File: config.mk
export PLATFORM = sky130hd
export DESIGN_NAME = fifo_sram_level_flat
export DESIGN_NICKNAME = d
export VERILOG_FILES = /design/src/rtl/fifo_sram_level_if.sv /design/src/rtl/fifo_sram_level.sv /design/src/flat_wrapper.sv
export SDC_FILE = /design/constraint.sdc
export NUM_CORES = 1
export LEC_CHECK = 0
export ABC_CLOCK_PERIOD_IN_PS = 2600
export BUFFER_PORTS_ARGS = -buffer_cell sky130_fd_sc_hd__buf_2
export CORE_ASPECT_RATIO = 1.5
export CORE_MARGIN = 2
export CORE_UTILIZATION = 59
export DETAILED_ROUTE_END_ITERATION = 8
export PLACE_DENSITY = 0.78
export SLEW_MARGIN = 15
export SYNTH_ARGS = -nofsm -noshare
export SYNTH_HDL_FRONTEND = slang
export SYNTH_HIERARCHICAL = 1
export SYNTH_SLANG_ARGS = --single-unit
File: constraint.sdc
create_clock -name clk_i -period 2.6 [get_ports clk_i]
set_input_delay 0.39 -clock clk_i [delete_from_list [all_inputs] [get_ports clk_i]]
set_output_delay 0.39 -clock clk_i [all_outputs]
set_load 0.005 [all_outputs]
File: src/rtl/fifo_sram_level_if.sv
// Handshake and status bundle for fifo_sram_level.
// The master side is the producer/consumer pair; the slave side is the FIFO.
interface fifo_sram_level_if #(
  parameter int WIDTH = 8,
  parameter int DEPTH = 8
) ();
  logic                         wr_en_i;
  logic                         rd_en_i;
  logic [WIDTH-1:0]             data_i;
  logic [WIDTH-1:0]             data_o;
  logic                         empty_o;
  logic                         full_o;
  logic                         almost_empty_o;
  logic                         almost_full_o;
  logic [$clog2(DEPTH+1)-1:0]   count_o;
  logic                         overflow_o;
  logic                         underflow_o;

  modport master (
    output wr_en_i, rd_en_i, data_i,
    input  data_o, empty_o, full_o, almost_empty_o, almost_full_o,
           count_o, overflow_o, underflow_o
  );

  modport slave (
    input  wr_en_i, rd_en_i, data_i,
    output data_o, empty_o, full_o, almost_empty_o, almost_full_o,
           count_o, overflow_o, underflow_o
  );
endinterface

File: src/rtl/fifo_sram_level.sv
// Show-ahead FIFO over a registered-read dual-port SRAM. A bypass register
// holds the head word whenever the SRAM cannot have it ready in time, so the
// head is valid the cycle after any push or pop at every fill level.

// Behavioural model of the dual-port SRAM macro: synchronous write, registered read.
module sram_dualport #(
  parameter int WIDTH = 8,
  parameter int DEPTH = 8,
  parameter int AW    = 3
) (
  input  logic             clk_i,
  input  logic             wen,
  input  logic [AW-1:0]    waddr,
  input  logic [WIDTH-1:0] wdata,
  input  logic             ren,
  input  logic [AW-1:0]    raddr,
  output logic [WIDTH-1:0] rdata
);
  logic [WIDTH-1:0] mem [DEPTH];

  // Write port and read port; rdata holds its value when not reading.
  always_ff @(posedge clk_i) begin
    if (wen) mem[waddr] <= wdata;
    if (ren) rdata <= mem[raddr];
  end
endmodule

module fifo_sram_level #(
  parameter int WIDTH    = 8,
  parameter int DEPTH    = 8,
  parameter int AF_LEVEL = DEPTH - 1,
  parameter int AE_LEVEL = 1
) (
  input  logic               clk_i,
  input  logic               rst_i,
  fifo_sram_level_if.slave   bus
);
  localparam int AW = (DEPTH > 1) ? $clog2(DEPTH) : 1;
  localparam int CW = $clog2(DEPTH + 1);

  if (DEPTH < 2) begin : g_bad_depth
    $error("fifo_sram_level: DEPTH must be at least 2");
  end
  if (AF_LEVEL < 1 || AF_LEVEL > DEPTH) begin : g_bad_af
    $error("fifo_sram_level: AF_LEVEL must lie in 1..DEPTH");
  end
  if (AE_LEVEL < 0 || AE_LEVEL >= DEPTH) begin : g_bad_ae
    $error("fifo_sram_level: AE_LEVEL must lie in 0..DEPTH-1");
  end

  logic [AW-1:0]    wr_ptr, rd_ptr, prefetch_ptr;
  logic             wr_lap, rd_lap;
  logic [CW-1:0]    count, count_nxt;
  logic             ptr_eq, is_empty, is_full;
  logic             push, pop, bypass_load;
  logic             sram_wen, sram_ren;
  logic             bypass_valid;
  logic [WIDTH-1:0] bypass_data, sram_rdata;
  logic             empty_q, full_q, ae_q, af_q, ovf_q, unf_q;

  function automatic logic [AW-1:0] ptr_inc(input logic [AW-1:0] p);
    return (p == AW'(DEPTH - 1)) ? '0 : p + AW'(1);
  endfunction

  // Accept decisions, SRAM port controls and next occupancy from registered state.
  always_comb begin
    ptr_eq       = (wr_ptr == rd_ptr);
    is_empty     = ptr_eq & (wr_lap == rd_lap);
    is_full      = ptr_eq & (wr_lap != rd_lap);
    push         = bus.wr_en_i & (~is_full | bus.rd_en_i);
    pop          = bus.rd_en_i & ~is_empty;
    prefetch_ptr = ptr_inc(rd_ptr);
    // The new word becomes the head next cycle: SRAM read latency cannot cover it.
    bypass_load  = push & (is_empty | ((count == CW'(1)) & pop));
    sram_wen     = push & ~bypass_load;
    // Prefetch the word behind the head unless that slot has not been written yet.
    sram_ren     = pop & (prefetch_ptr != wr_ptr);
    count_nxt    = count;
    if (push & ~pop)      count_nxt = count + CW'(1);
    else if (pop & ~push) count_nxt = count - CW'(1);
  end

  // Pointer and lap-bit advance.
  always_ff @(posedge clk_i or posedge rst_i) begin
    if (rst_i) begin
      wr_ptr <= '0;
      rd_ptr <= '0;
      wr_lap <= 1'b0;
      rd_lap <= 1'b0;
    end else begin
      if (push) begin
        wr_ptr <= ptr_inc(wr_ptr);
        if (wr_ptr == AW'(DEPTH - 1)) wr_lap <= ~wr_lap;
      end
      if (pop) begin
        rd_ptr <= ptr_inc(rd_ptr);
        if (rd_ptr == AW'(DEPTH - 1)) rd_lap <= ~rd_lap;
      end
    end
  end

  // Occupancy count, level flags and error pulses, all registered.
  always_ff @(posedge clk_i or posedge rst_i) begin
    if (rst_i) begin
      count   <= '0;
      empty_q <= 1'b1;
      full_q  <= 1'b0;
      ae_q    <= 1'b1;
      af_q    <= 1'b0;
      ovf_q   <= 1'b0;
      unf_q   <= 1'b0;
    end else begin
      count   <= count_nxt;
      empty_q <= (count_nxt == '0);
      full_q  <= (count_nxt == CW'(DEPTH));
      ae_q    <= (count_nxt <= CW'(AE_LEVEL));
      af_q    <= (count_nxt >= CW'(AF_LEVEL));
      ovf_q   <= bus.wr_en_i & is_full & ~bus.rd_en_i;
      unf_q   <= bus.rd_en_i & is_empty;
    end
  end

  // Bypass head register.
  always_ff @(posedge clk_i or posedge rst_i) begin
    if (rst_i) begin
      bypass_valid <= 1'b0;
      bypass_data  <= '0;
    end else if (bypass_load) begin
      bypass_valid <= 1'b1;
      bypass_data  <= bus.data_i;
    end else if (pop) begin
      bypass_valid <= 1'b0;
    end
  end

  sram_dualport #(
    .WIDTH (WIDTH),
    .DEPTH (DEPTH),
    .AW    (AW)
  ) u_sram (
    .clk_i (clk_i),
    .wen   (sram_wen),
    .waddr (wr_ptr),
    .wdata (bus.data_i),
    .ren   (sram_ren),
    .raddr (prefetch_ptr),
    .rdata (sram_rdata)
  );

  assign bus.data_o         = bypass_valid ? bypass_data : sram_rdata;
  assign bus.empty_o        = empty_q;
  assign bus.full_o         = full_q;
  assign bus.almost_empty_o = ae_q;
  assign bus.almost_full_o  = af_q;
  assign bus.count_o        = count;
  assign bus.overflow_o     = ovf_q;
  assign bus.underflow_o    = unf_q;
endmodule

File: src/flat_wrapper.sv
// flat-port wrapper written by rule: the top's interface ports become plain ports
module fifo_sram_level_flat 
#(
  parameter int WIDTH    = 8,
  parameter int DEPTH    = 8,
  parameter int AF_LEVEL = DEPTH - 1,
  parameter int AE_LEVEL = 1
)
  (clk_i, rst_i, bus_wr_en_i, bus_rd_en_i, bus_data_i, bus_data_o, bus_empty_o, bus_full_o, bus_almost_empty_o, bus_almost_full_o, bus_count_o, bus_overflow_o, bus_underflow_o);
  fifo_sram_level_if #(.WIDTH(WIDTH), .DEPTH(DEPTH)) bus_i ();
  input  logic clk_i;
  input  logic rst_i;
  input wire logic [$bits(bus_i.wr_en_i)-1:0] bus_wr_en_i;
  input wire logic [$bits(bus_i.rd_en_i)-1:0] bus_rd_en_i;
  input wire logic [$bits(bus_i.data_i)-1:0] bus_data_i;
  output wire logic [$bits(bus_i.data_o)-1:0] bus_data_o;
  output wire logic [$bits(bus_i.empty_o)-1:0] bus_empty_o;
  output wire logic [$bits(bus_i.full_o)-1:0] bus_full_o;
  output wire logic [$bits(bus_i.almost_empty_o)-1:0] bus_almost_empty_o;
  output wire logic [$bits(bus_i.almost_full_o)-1:0] bus_almost_full_o;
  output wire logic [$bits(bus_i.count_o)-1:0] bus_count_o;
  output wire logic [$bits(bus_i.overflow_o)-1:0] bus_overflow_o;
  output wire logic [$bits(bus_i.underflow_o)-1:0] bus_underflow_o;
  assign bus_i.wr_en_i = bus_wr_en_i;
  assign bus_i.rd_en_i = bus_rd_en_i;
  assign bus_i.data_i = bus_data_i;
  assign bus_data_o = bus_i.data_o;
  assign bus_empty_o = bus_i.empty_o;
  assign bus_full_o = bus_i.full_o;
  assign bus_almost_empty_o = bus_i.almost_empty_o;
  assign bus_almost_full_o = bus_i.almost_full_o;
  assign bus_count_o = bus_i.count_o;
  assign bus_overflow_o = bus_i.overflow_o;
  assign bus_underflow_o = bus_i.underflow_o;
  fifo_sram_level #(.WIDTH(WIDTH), .DEPTH(DEPTH), .AF_LEVEL(AF_LEVEL), .AE_LEVEL(AE_LEVEL)) u_core (.clk_i(clk_i), .rst_i(rst_i), .bus(bus_i));
endmodule
After elaboration in Yosys (flattened, before gate mapping)
Memory sizes are Yosys's and may differ from the RTL's. A register that Yosys moved wholly into a read port is not among the register bits.
Index checks and enable logic that the tools add are counted.
{"block": "classes", "n_eq_ne": 8, "bitwise_logic": 23, "n_mux": 9, "n_reduce_logical": 4, "magnitude_cmp": 2, "addsub": 4}
{"op": "AND 1 bit", "n": 13}
{"op": "two-way mux 4 bit", "n": 2}
{"op": "two-way mux 8 bit", "n": 1}
{"op": "inverter 1 bit", "n": 8}
{"op": "adder 3 x 1 -> 3 bit (second input constant)", "n": 2}
{"op": "equality test 3 bit (second input constant)", "n": 2}
{"op": "two-way mux 3 bit", "n": 2}
{"op": "adder 4 x 1 -> 4 bit (second input constant)", "n": 1}
{"op": "equality test 4 x 1 -> 1 bit (second input constant)", "n": 1}
{"op": "equality test 4 bit (second input constant)", "n": 1}
{"op": ">= comparator 4 x 3 -> 1 bit (second input constant)", "n": 1}
{"op": "less-or-equal comparator 4 x 1 -> 1 bit (second input constant)", "n": 1}
{"op": "logical NOT 4 bit", "n": 1}
{"op": "two-way mux 1 bit", "n": 4}
{"op": "AND reduction 2 bit", "n": 2}
{"op": "subtractor 4 x 1 -> 4 bit (second input constant)", "n": 1}
{"op": "equality test 3 bit", "n": 1}
{"op": "!= test 3 bit", "n": 1}
{"op": "OR 1 bit", "n": 2}
{"op": "nonzero test 2 bit", "n": 1}
{"op": "equality test 1 bit", "n": 1}
{"op": "!= test 1 bit", "n": 1}
{"block": "totals", "mem_count": 1, "register_bits": 27, "out_inout_bits": 18, "mem_bits_rw": 64}
{"memory": "u_core.u_sram.mem", "depth": 8, "width": 8, "rd": 1, "rd_ports_with_merged_regs": 1, "write_ports": 1, "line": "fifo_sram_level.sv:19", "text": "logic [WIDTH-1:0] mem [DEPTH];"}

Depth between registers and ports, before layout
Gate-level depths: netlist (run 1).
{"block": "depth", "word_depth": 11, "depth_mapped": 7, "ltp_nobuf": 7}

Modules after synthesis
Netlist (run 1), hierarchy kept.
{"mod": "sram_dualport", "cells_each": 114, "n_inst": 1, "area_each_um2": 2771.4}
{"mod": "fifo_sram_level", "cells_each": 115, "n_inst": 1, "area_each_um2": 1446.4}

Least setup slack after synthesis (run 1)
OpenSTA, ideal clock, no wires.
{"block": "synth_path", "path_kind": "reg2reg", "from": "register u_core.rd_ptr[0]", "to": "register u_core.u_sram.rdata[1], read port of u_core.u_sram.mem (data pin)", "required_time_ps": 2340, "t_arrival_ps": 2059, "stages_incl_launch_ff": 8, "n_path_buf": 2, "setup_time_ps": 260, "slack_ps": 281, "cell_sequence": "dfrtp_1 > ha_1 > ha_1 > nor2_1 > buf_6 > buf_12 > mux4_1 > mux2_2"}
{"block": "synth_between", "word_cells_on_any_way": 9}
{"item": "start: declaration", "line": "fifo_sram_level.sv:51", "text": "logic [AW-1:0] wr_ptr, rd_ptr, prefetch_ptr;"}
{"item": "start signal: assignment", "line": "fifo_sram_level.sv:96", "text": "rd_ptr <= ptr_inc(rd_ptr);"}
{"item": "adder 3 x 1 -> 3 bit / equality test 3 bit (equally long branches)", "line": "fifo_sram_level.sv:62", "text": "return (p == AW'(DEPTH - 1)) ? '0 : p + AW'(1);"}
{"item": "two-way mux 3 bit *", "line": "fifo_sram_level.sv:62"}
{"item": "named net u_core.prefetch_ptr[0]", "line": "fifo_sram_level.sv:51"}
{"item": "!= test 3 bit", "line": "fifo_sram_level.sv:77", "text": "sram_ren = pop & (prefetch_ptr != wr_ptr);"}
{"item": "AND 1 bit", "line": "fifo_sram_level.sv:77"}
{"item": "end: declaration", "line": "fifo_sram_level.sv:17", "text": "output logic [WIDTH-1:0] rdata"}
The timed path passes the listed nets; every way through them passes the cells marked *.
A chain may end at the register's enable or synchronous reset.

Worst setup path after layout (run 1)
{"block": "layout_path", "from": "register u_core.rd_ptr[0]", "to": "register u_core.u_sram.rdata[4], read port of u_core.u_sram.mem (data pin)"}
Same word-level chain as after synthesis.

==> results.json, run 1 <==
{
  "synth_seq_area_share": 0.673,
  "ys_types": 44,
  "synthArstFlopShare": 0.273,
  "dp_hpwl_um": 5260,
  "synth_fp_nets": 248,
  "outcome": "completed",
  "antenna_found_initial": 0,
  "crit_fanout": 18,
  "grt_util_all_layers": 0.221,
  "clock_latency_ps": 360,
  "nNetsFinal": 293,
  "drtIter0Drc": 126,
  "finalCritPeriodShare": 0.948,
  "cp.arrival_ps": 2580,
  "grt_max_degree": 19,
  "synth.avg_cell_area_um2": 18.4,
  "synth_cells": 229,
  "synth_most_common_cell": "edfxtp_1",
  "setup_tns_ps": 0,
  "cp.required_ps": 2710,
  "synth_top_area_share": 0.513,
  "cts_made_buffers": 9,
  "root_buffer": "clkbuf_8",
  "start_util": 0.611,
  "postRouteAntennaNets": 0,
  "post-place-cells": 341,
  "place_congestion": 0.747,
  "yosys_register_bits": 99,
  "slew_headroom": 0.430,
  "cap_violations": 0,
  "fin_crit_ps": 2470,
  "yosys_warnings": 6,
  "port_buffers": 29,
  "rsz0062_at_grt": "false",
  "use_met2": 0.385,
  "dominantRegCellSynth": "edfxtp_1",
  "first_pass_iters": 4,
  "clock_skew_ps": 10.2,
  "crit_top_cell": "ha_1",
  "ir_drop_mv": 0.917,
  "final-instance-count-excl-fill": 357,
  "hold_viol_final": 0,
  "r2r_slack_ps": 130,
  "drv_slew": 0,
  "ctsHoldBuffers": 0,
  "synth_edf_count": 72,
  "h-tree-depth": 3,
  "avgRoutedWirePerCell_um": 21.2,
  "setup.worst_path.end_class": "flip-flop",
  "clockBufferDepth": 2,
  "dieHeight_um": 108,
  "postCtsSetupRepairBufs": 0,
  "crit_type": "flip-flop to flip-flop",
  "antenna_cells": 0,
  "slowest_delay_ps": 610,
  "via_count": 2193,
  "path_clk_slew_ps": 100,
  "grt_pass1_vias": 2267,
  "fill_cells": 470,
  "path_delay_family": "multiplexers",
  "drive_above_1_share": 0.355,
  "cellPowerDensity_mw_per_mm2": 1240,
  "clock_sinks": 99,
  "cp_slowest_cell": "mux4_1",
  "hold_path.class": "primary input to async pin",
  "worst_pin_slew_ps": 852,
  "cp-start-kind": "flip-flop",
  "busiest_layer": "met2",
  "power.total_mw": 5.87,
  "max_freq_ghz": 0.406,
  "areaGrowthSynthToFinish_pct": 11.9,
  "grt_util_met3": 0.0496,
  "yosys-top-cells-area": "edfxtp_1, dfrtp_1, mux4_1",
  "setup_viol": 0,
  "grt_pass1_wl_um": 12100,
  "synth_commonest_cells": "edfxtp_1, mux2_2, dfrtp_1",
  "syn-cell-area_mm2": 0.00422,
  "placementRows": 37,
  "dieWidth_um": 73.0,
  "crit_buf_inv": 1,
  "viasPerCell": 6.14,
  "tritoncts": "built",
  "io_pins": 30,
  "drt-total-wl_um": 7580,
  "route.detailed.drc": 0,
  "yosysTopAreaCell": "edfxtp_1",
  "post_cts_resized": 0,
  "grt.met1_usage": 0.255,
  "p_leak_nw": 1.79,
  "core_area_mm2": 0.00690,
  "crit_path_cell_trace": "ha_1 > ha_1 > nor2_1 > buf_4 > mux4_1 > mux2_2",
  "grt-ovfl-total": 0,
  "die-area_mm2": 0.00786
}
==> cells in the final DEF (no fill, tap or decap), types with 8 or more instances in the layout <==
cell type / n
buf_2: 29
buf_4: 11
clkbuf_8: 9
dfrtp_1: 25
edfxtp_1: 72
mux2_2: 28
mux4_1: 15
nand2_1: 8
nor2_1: 9
xnor2_1: 9
==> kinds of logic (layout without fill, tap and decap cells) <==
kind of cell             after synthesis  count (layout)  share of synthesized area
AO/OA/AOI/OAI                         13              13                     0.0303
AND/OR/NAND/NOR                       40              40                     0.0528
multiplexers                          45              45                      0.176
adder cells (fa/ha/maj)                7               7                     0.0208
XOR/XNOR                              12              12                     0.0285
flip-flops                            99              99                      0.673
buffers and inverters                 13              63                     0.0184
==> per-stage QoR <==
| stage | area (µm²) | util | hold WS, ps | worst slack [ps] |
|---|---|---|---|---|
| 6_report | 4720 | 0.684 | 115 | 134 |
| 5_1_grt | 4720 | 0.684 | 137 | 3.46 |
| 4_1_cts | 4720 | 0.684 | 136 | 113 |
| 3_5_place_dp | 4510 | 0.654 | 480 | 128 |
| 3_3_place_gp | 4510 | 0.654 | 476 | 175 |
| 2_1_floorplan | 4220 | - | 441 | 281 |
==> final timing paths <==
kind / from / to / cells after the start
worst min-delay path: rst_i / u_core/rd_ptr[0]$_DFFE_PP0P_ / 2
max in group asynchronous: rst_i / u_core/bus.almost_empty_o$_DFF_PP1_ / 3
worst max register to register: u_core/rd_ptr[0]$_DFFE_PP0P_ / u_core/u_sram/rdata[4]$_DFFE_PP_ / 6
min in group clk_i: bus_data_i[1] / u_core/u_sram/mem[0][1]$_DFFE_PP_ / 1
worst max-delay path: u_core/rd_ptr[0]$_DFFE_PP0P_ / u_core/u_sram/rdata[4]$_DFFE_PP_ / 6
worst min register to register: u_core/wr_lap$_DFFE_PP0P_ / u_core/wr_lap$_DFFE_PP0P_ / 1
==> per-layer routing <==
metal,up-vias,share of wire
li1,993,-
met1,1119,0.37
met2,66,0.56
met3,15,0.044
met4,0,0.025
met5,-,0
==> power by group <==
part	leakage [nW]	internal [mW]	total (mW)	switching, mW
combinational	0.696	1.25	2.44	1.19
sequential	0.983	2.22	2.44	0.222
clock	0.111	0.473	0.990	0.516
==> cell type report <==
| type | count | area, µm² | area share |
|---|---|---|---|
| Sequential cell | 99 | 2840 | 0.602 |
| Inverter | 6 | 22.5 | 0.00477 |
| Timing Repair Buffer | 41 | 248 | 0.0525 |
| Clock buffer | 11 | 174 | 0.0369 |
| Multi-Input combinational cell | 117 | 1300 | 0.275 |
| Tap cell | 78 | 97.6 | 0.0207 |
| Clock inverter | 5 | 37.5 | 0.00795 |
==> state kept, by name, indices dropped and copies added (netlist names), 3 cells and up <==
| register | cells |
|---|---|
| u_core/u_sram/mem | 64 |
| u_core/u_sram/rdata | 8 |
| u_core/rd_ptr | 3 |
| u_core/bypass_data | 8 |
| u_core/wr_ptr | 3 |
| u_core/bus.count_o | 4 |
No activity file was read; power rests on OpenSTA's default activity.
==> run 2, diff against run 1 <==
--- a/config.mk
+++ b/config.mk
@@ -9,11 +9,10 @@
 export BUFFER_PORTS_ARGS = -buffer_cell sky130_fd_sc_hd__buf_2
 export CORE_ASPECT_RATIO = 1.5
 export CORE_MARGIN = 2
-export CORE_UTILIZATION = 59
+export CORE_UTILIZATION = 60
 export DETAILED_ROUTE_END_ITERATION = 8
-export PLACE_DENSITY = 0.78
+export PLACE_DENSITY = 0.79
 export SLEW_MARGIN = 15
 export SYNTH_ARGS = -nofsm -noshare
 export SYNTH_HDL_FRONTEND = slang
-export SYNTH_HIERARCHICAL = 1
 export SYNTH_SLANG_ARGS = --single-unit
==> results.json, run 2 <==
{
  "synth_edf_count": 72,
  "setup.worst_path.end_class": "flip-flop",
  "dieWidth_um": 73.6,
  "cp.required_ps": 2630,
  "placementRows": 38,
  "setup_viol": 0,
  "synth.avg_cell_area_um2": 15.0,
  "path_clk_slew_ps": 100,
  "yosysTopAreaCell": "edfxtp_1",
  "fin_crit_ps": 2400,
  "slew_headroom": 0.656,
  "clockBufferDepth": 2,
  "die-area_mm2": 0.00799,
  "synth_compound_area_frac": 0.0912,
  "cellPowerDensity_mw_per_mm2": 1260,
  "outcome": "completed",
  "clock_sinks": 99,
  "p_leak_nw": 1.80,
  "grt_max_degree": 28,
  "drive_above_1_share": 0.316,
  "port_buffers": 29,
  "busiest_layer": "met2",
  "cap_violations": 0,
  "final-instance-count-excl-fill": 422,
  "r2r-start": "u_core.rd_ptr[1]$_DFFE_PP0P_",
  "path_delay_family": "simple AND/OR/NAND/NOR gates",
  "setup_tns_ps": 0,
  "r2r-end": "u_core.u_sram.mem[6][6]$_DFFE_PP_",
  "synth_top_area_share": 0.495,
  "h-tree-depth": 3,
  "use_met2": 0.424,
  "nNetsFinal": 356,
  "dp_hpwl_um": 5970,
  "synth_fp_nets": 309,
  "max_freq_ghz": 0.417,
  "crit_buf_inv": 0,
  "grt_pass1_wl_um": 13300,
  "areaGrowthSynthToFinish_pct": 12.0,
  "grt-ovfl-total": 0,
  "cp-start-kind": "flip-flop",
  "antenna_cells": 0,
  "synth_mux_area_frac": 0.0929,
  "synth_cells": 290,
  "syn-cell-area_mm2": 0.00436,
  "hold_viol_final": 0,
  "synthArstFlopShare": 0.273,
  "layout_commonest_cell": "edfxtp_1",
  "antenna_found_initial": 0,
  "ys_types": 52,
  "crit_fanout": 8,
  "viasPerCell": 6.14,
  "tritoncts": "built",
  "drt-total-wl_um": 8310,
  "ctsHoldBuffers": 0,
  "cp.arrival_ps": 2420,
  "rr_worst_depth": 5,
  "root_buffer": "clkbuf_8",
  "finalCritPeriodShare": 0.921,
  "synth_commonest_cells": "edfxtp_1, dfrtp_1, nand2_1",
  "r2r_slack_ps": 200,
  "reg.largest.list": "u_core.u_sram.mem x64, u_core.bypass_data x8, u_core.u_sram.rdata x8",
  "synth_most_common_cell": "edfxtp_1",
  "crit_type": "flip-flop to flip-flop",
  "avgRoutedWirePerCell_um": 19.7,
  "io_pins": 30,
  "first_pass_iters": 4,
  "post-place-cells": 406,
  "synth_xor_area_frac": 0.0315,
  "fin_area_mm2": 0.00489,
  "rsz0062_at_grt": "false",
  "route.detailed.drc": 0,
  "start_util": 0.612,
  "synth_seq_area_share": 0.651,
  "core_area_mm2": 0.00713,
  "drtIter0Drc": 138,
  "slowest_delay_ps": 470,
  "clock_skew_ps": 10.8,
  "cts_made_buffers": 9,
  "yosys.area_share.simple": 0.0894,
  "placed_area_mm2": 0.00469,
  "postRouteAntennaNets": 0,
  "grt_pass1_vias": 2712,
  "yosys_register_bits": 99,
  "hold_path.class": "primary input to async pin",
  "synth_fa_ha_area_frac": 0.0201,
  "place_congestion": 0.858,
  "dieHeight_um": 108,
  "grt_util_met3": 0.0391,
  "clock_latency_ps": 370,
  "via_count": 2590,
  "dominantRegCellSynth": "edfxtp_1",
  "synth_top_family_by_area": "multiplexers",
  "largest-register": "u_core.u_sram.mem",
  "grt_util_all_layers": 0.230,
  "worst_pin_slew_ps": 512,
  "yosys_warnings": 0,
  "drv_slew": 0,
  "largest_register_ffs": 64,
  "cp_slowest_cell": "dfrtp_1",
  "yosys-top-cells-area": "edfxtp_1, dfrtp_1, mux2_2",
  "layout_common_cells": "edfxtp_1, buf_2, dfrtp_1",
  "ir_drop_mv": 0.508,
  "grt.met1_usage": 0.251,
  "crit_path_cell_trace": "xor2_2 > nor3_1 > a211oi_1 > nor2b_1 > and3_1"
}
-- run 2: where the power goes --
group,internal (mW),leakage (nW),switching [mW]
Clock,0.447,0.0983,0.517
Combinational,1.25,0.719,1.49
Sequential,2.20,0.979,0.263
-- run 2: area by class of cell --
class | count | area [µm²]
repair buffers | 51 | 310
clock inverters | 6 | 65.1
well taps | 80 | 100
inverters | 6 | 22.5
flip-flops and latches | 99 | 2840
multi-input cells | 170 | 1420
fillers | 481 | 2240
clock buffers | 10 | 128
-- run 2: kinds of logic (layout without fill, tap and decap cells) --
kind of cell / count (synthesis) / count (layout)
AO/OA/AOI/OAI: 48 / 48
XOR/XNOR: 14 / 14
adder cells (fa/ha/maj): 7 / 7
buffers and inverters: 21 / 73
flip-flops: 99 / 99
multiplexers: 28 / 28
AND/OR/NAND/NOR: 73 / 73
-- run 2: repair_timing --
action | 4_1_cts | 5_1_grt
setup endpoints to repair | 0 | 24
endpoints found under the hold margin | 0 | 0
setup buffers | 0 | 0
gates resized for setup | 0 | 2
-- run 2: metrics by stage --
step	setup WS, ps	utilization	hold slack [ps]	power (mW)
5_1_grt	54.8	0.686	82.4	6.58
3_3_place_gp	330	0.658	460	5.11
6_report	205	0.686	74.8	6.17
4_1_cts	105	0.685	68.2	6.21
2_1_floorplan	29.3	-	441	4.39
3_5_place_dp	128	0.658	480	5.23
-- run 2: worst max path at each step --
| stage | slack (ps) | from | end | depth (start not counted) |
|---|---|---|---|---|
| 6_report | 200 | u_core.rd_ptr[1]$_DFFE_PP0P_ | u_core.u_sram.mem[6][6]$_DFFE_PP_ | 5 |
| 5_1_grt | 50 | u_core.rd_ptr[1]$_DFFE_PP0P_ | u_core.u_sram.mem[2][0]$_DFFE_PP_ | 6 |
| 4_1_cts | 100 | u_core.wr_ptr[1]$_DFFE_PP0P_ | u_core.u_sram.mem[4][0]$_DFFE_PP_ | 5 |
| 3_5_place_dp | 130 | u_core.wr_ptr[1]$_DFFE_PP0P_ | u_core.u_sram.mem[4][2]$_DFFE_PP_ | 5 |
| 3_3_place_gp | 330 | u_core.wr_ptr[1]$_DFFE_PP0P_ | u_core.u_sram.mem[4][1]$_DFFE_PP_ | 5 |
| 2_1_floorplan | 30 | u_core.rd_ptr[1]$_DFFE_PP0P_ | u_core.u_sram.rdata[0]$_DFFE_PP_ | 7 |
-- run 2: per-layer routing --
| metal | wire, µm | part of all wire |
|---|---|---|
| met1 | 3140 | 0.38 |
| met2 | 4790 | 0.58 |
| met3 | 220 | 0.026 |
| met4 | 167 | 0.020 |
| met5 | 0 | 0 |
-- run 2: worst register-to-register path, cell delays in order, from the launching register on --
cell,delay [ps]
dfrtp_1,470
xor2_2,340
nor3_1,140
a211oi_1,380
nor2b_1,290
and3_1,430
==> run 3, diff against run 2 <==
--- a/config.mk
+++ b/config.mk
@@ -9,9 +9,8 @@
 export BUFFER_PORTS_ARGS = -buffer_cell sky130_fd_sc_hd__buf_2
 export CORE_ASPECT_RATIO = 1.5
 export CORE_MARGIN = 2
-export CORE_UTILIZATION = 60
+export CORE_UTILIZATION = 41
 export DETAILED_ROUTE_END_ITERATION = 8
-export PLACE_DENSITY = 0.79
 export SLEW_MARGIN = 15
 export SYNTH_ARGS = -nofsm -noshare
 export SYNTH_HDL_FRONTEND = slang
==> results.json, run 3 (synthesis results as in run 2) <==
{
  "start_util": 0.417,
  "layout_common_cells": "edfxtp_1, buf_2, dfrtp_1",
  "cp-start-kind": "flip-flop",
  "io_pins": 30,
  "cap_violations": 0,
  "clock_sinks": 99,
  "p_leak_nw": 1.86,
  "postRouteAntennaNets": 0,
  "post-place-cells": 471,
  "crit_type": "flip-flop to flip-flop",
  "avgRoutedWirePerCell_um": 17.4,
  "areaGrowthSynthToFinish_pct": 16.9,
  "fin_crit_ps": 2350,
  "ctsHoldBuffers": 0,
  "cp.required_ps": 2590,
  "dieWidth_um": 88.2,
  "reg.largest.list": "u_core.u_sram.mem x64, u_core.bypass_data x8, u_core.u_sram.rdata x8",
  "antenna_found_initial": 0,
  "fill_cells": 942,
  "slew_headroom": 0.614,
  "nNetsFinal": 357,
  "max_freq_ghz": 0.426,
  "route.detailed.drc": 0,
  "die-area_mm2": 0.0115,
  "grt_pass1_wl_um": 13600,
  "dieHeight_um": 130,
  "crit_fanout": 9,
  "tritoncts": "built",
  "hold_path.class": "primary input to async pin",
  "worst_pin_slew_ps": 579,
  "grt_pass1_vias": 2602,
  "clock_skew_ps": 9.40,
  "final-instance-count-excl-fill": 487,
  "antenna_cells": 0,
  "placementRows": 46,
  "setup.worst_path.end_class": "flip-flop",
  "layout_commonest_cell": "edfxtp_1",
  "pre_cts_ws_ps": 264,
  "via_count": 2544,
  "setup_viol": 0,
  "port_buffers": 29,
  "cts_made_buffers": 9,
  "drv_slew": 0,
  "dp_hpwl_um": 6170,
  "rsz0062_at_grt": "false",
  "root_buffer": "clkbuf_16",
  "cellPowerDensity_mw_per_mm2": 1280,
  "drtIter0Drc": 178,
  "cp.arrival_ps": 2340,
  "hold_viol_final": 0,
  "viasPerCell": 5.22,
  "power.total_mw": 6.53,
  "largest_register_ffs": 64,
  "clockBufferDepth": 2,
  "path_clk_slew_ps": 70,
  "first_pass_iters": 5,
  "setup_tns_ps": 0,
  "largest-register": "u_core.u_sram.mem",
  "core_area_mm2": 0.0105,
  "outcome": "completed",
  "drive_above_1_share": 0.318,
  "worst_slack_ps": 253,
  "drt-total-wl_um": 8480,
  "grt-ovfl-total": 0,
  "grt_util_all_layers": 0.160,
  "ir_drop_mv": 0.473,
  "post_cts_resized": 0,
  "grt_max_degree": 31,
  "finalCritPeriodShare": 0.903,
  "postCtsSetupRepairBufs": 0,
  "h-tree-depth": 3,
  "clock_latency_ps": 340,
  "final_util": 0.487,
  "place_congestion": 0.861
}
-- run 3: path summary, 6_finish.rpt --
path	start	to	cells after the start	slack, ps
min in group clk_i	bus_data_i[3]	u_core.u_sram.mem[5][3]$_DFFE_PP_	1	360
min reg2reg	u_core.bypass_data[1]$_DFFE_PP0P_	u_core.bypass_data[1]$_DFFE_PP0P_	1	500
max in group asynchronous	rst_i	u_core.bus.empty_o$_DFF_PP1_	3	2190
min	rst_i	u_core.bypass_data[2]$_DFFE_PP0P_	3	90
max	u_core.wr_ptr[1]$_DFFE_PP0P_	u_core.u_sram.mem[6][5]$_DFFE_PP_	5	250
max reg2reg	u_core.wr_ptr[1]$_DFFE_PP0P_	u_core.u_sram.mem[6][5]$_DFFE_PP_	5	250
-- run 3: area by class of cell --
| type | count | area, µm² | share of cell area |
|---|---|---|---|
| Multi-Input combinational cell | 170 | 1420 | 0.279 |
| Sequential cell | 99 | 2840 | 0.557 |
| Clock inverter | 7 | 68.8 | 0.0135 |
| Clock buffer | 9 | 225 | 0.0442 |
| Timing Repair Buffer | 52 | 343 | 0.0672 |
| Inverter | 6 | 22.5 | 0.00442 |
| Tap cell | 144 | 180 | 0.0353 |
-- run 3: per-layer routing --
metal  GRT usage  wire length, µm  vias to the layer above
met3      0.0202              212                       20
met1       0.180             3300                     1242
met5           0                0                        -
li1            -                -                     1221
met4      0.0856              287                        0
met2       0.290             4670                       61
-- run 3: per-stage QoR --
stage	instance area, µm²	hold WS [ps]
2_1_floorplan	4360	441
3_3_place_gp	4810	473
4_1_cts	5100	104
6_report	5100	90.8
3_5_place_dp	4810	475
5_1_grt	5100	145
-- run 3: power breakdown --
group	switching, mW	internal [mW]
Clock	0.604	0.675
Sequential	0.240	2.20
Combinational	1.51	1.30
Total	2.36	4.18
-- run 3: critical path, cell delays in order, from the launching register on --
cell      delay [ps]
dfrtp_1          530
xor2_2           330
nor3_1           140
a211oi_1         320
nor2b_1          260
and3_1           420
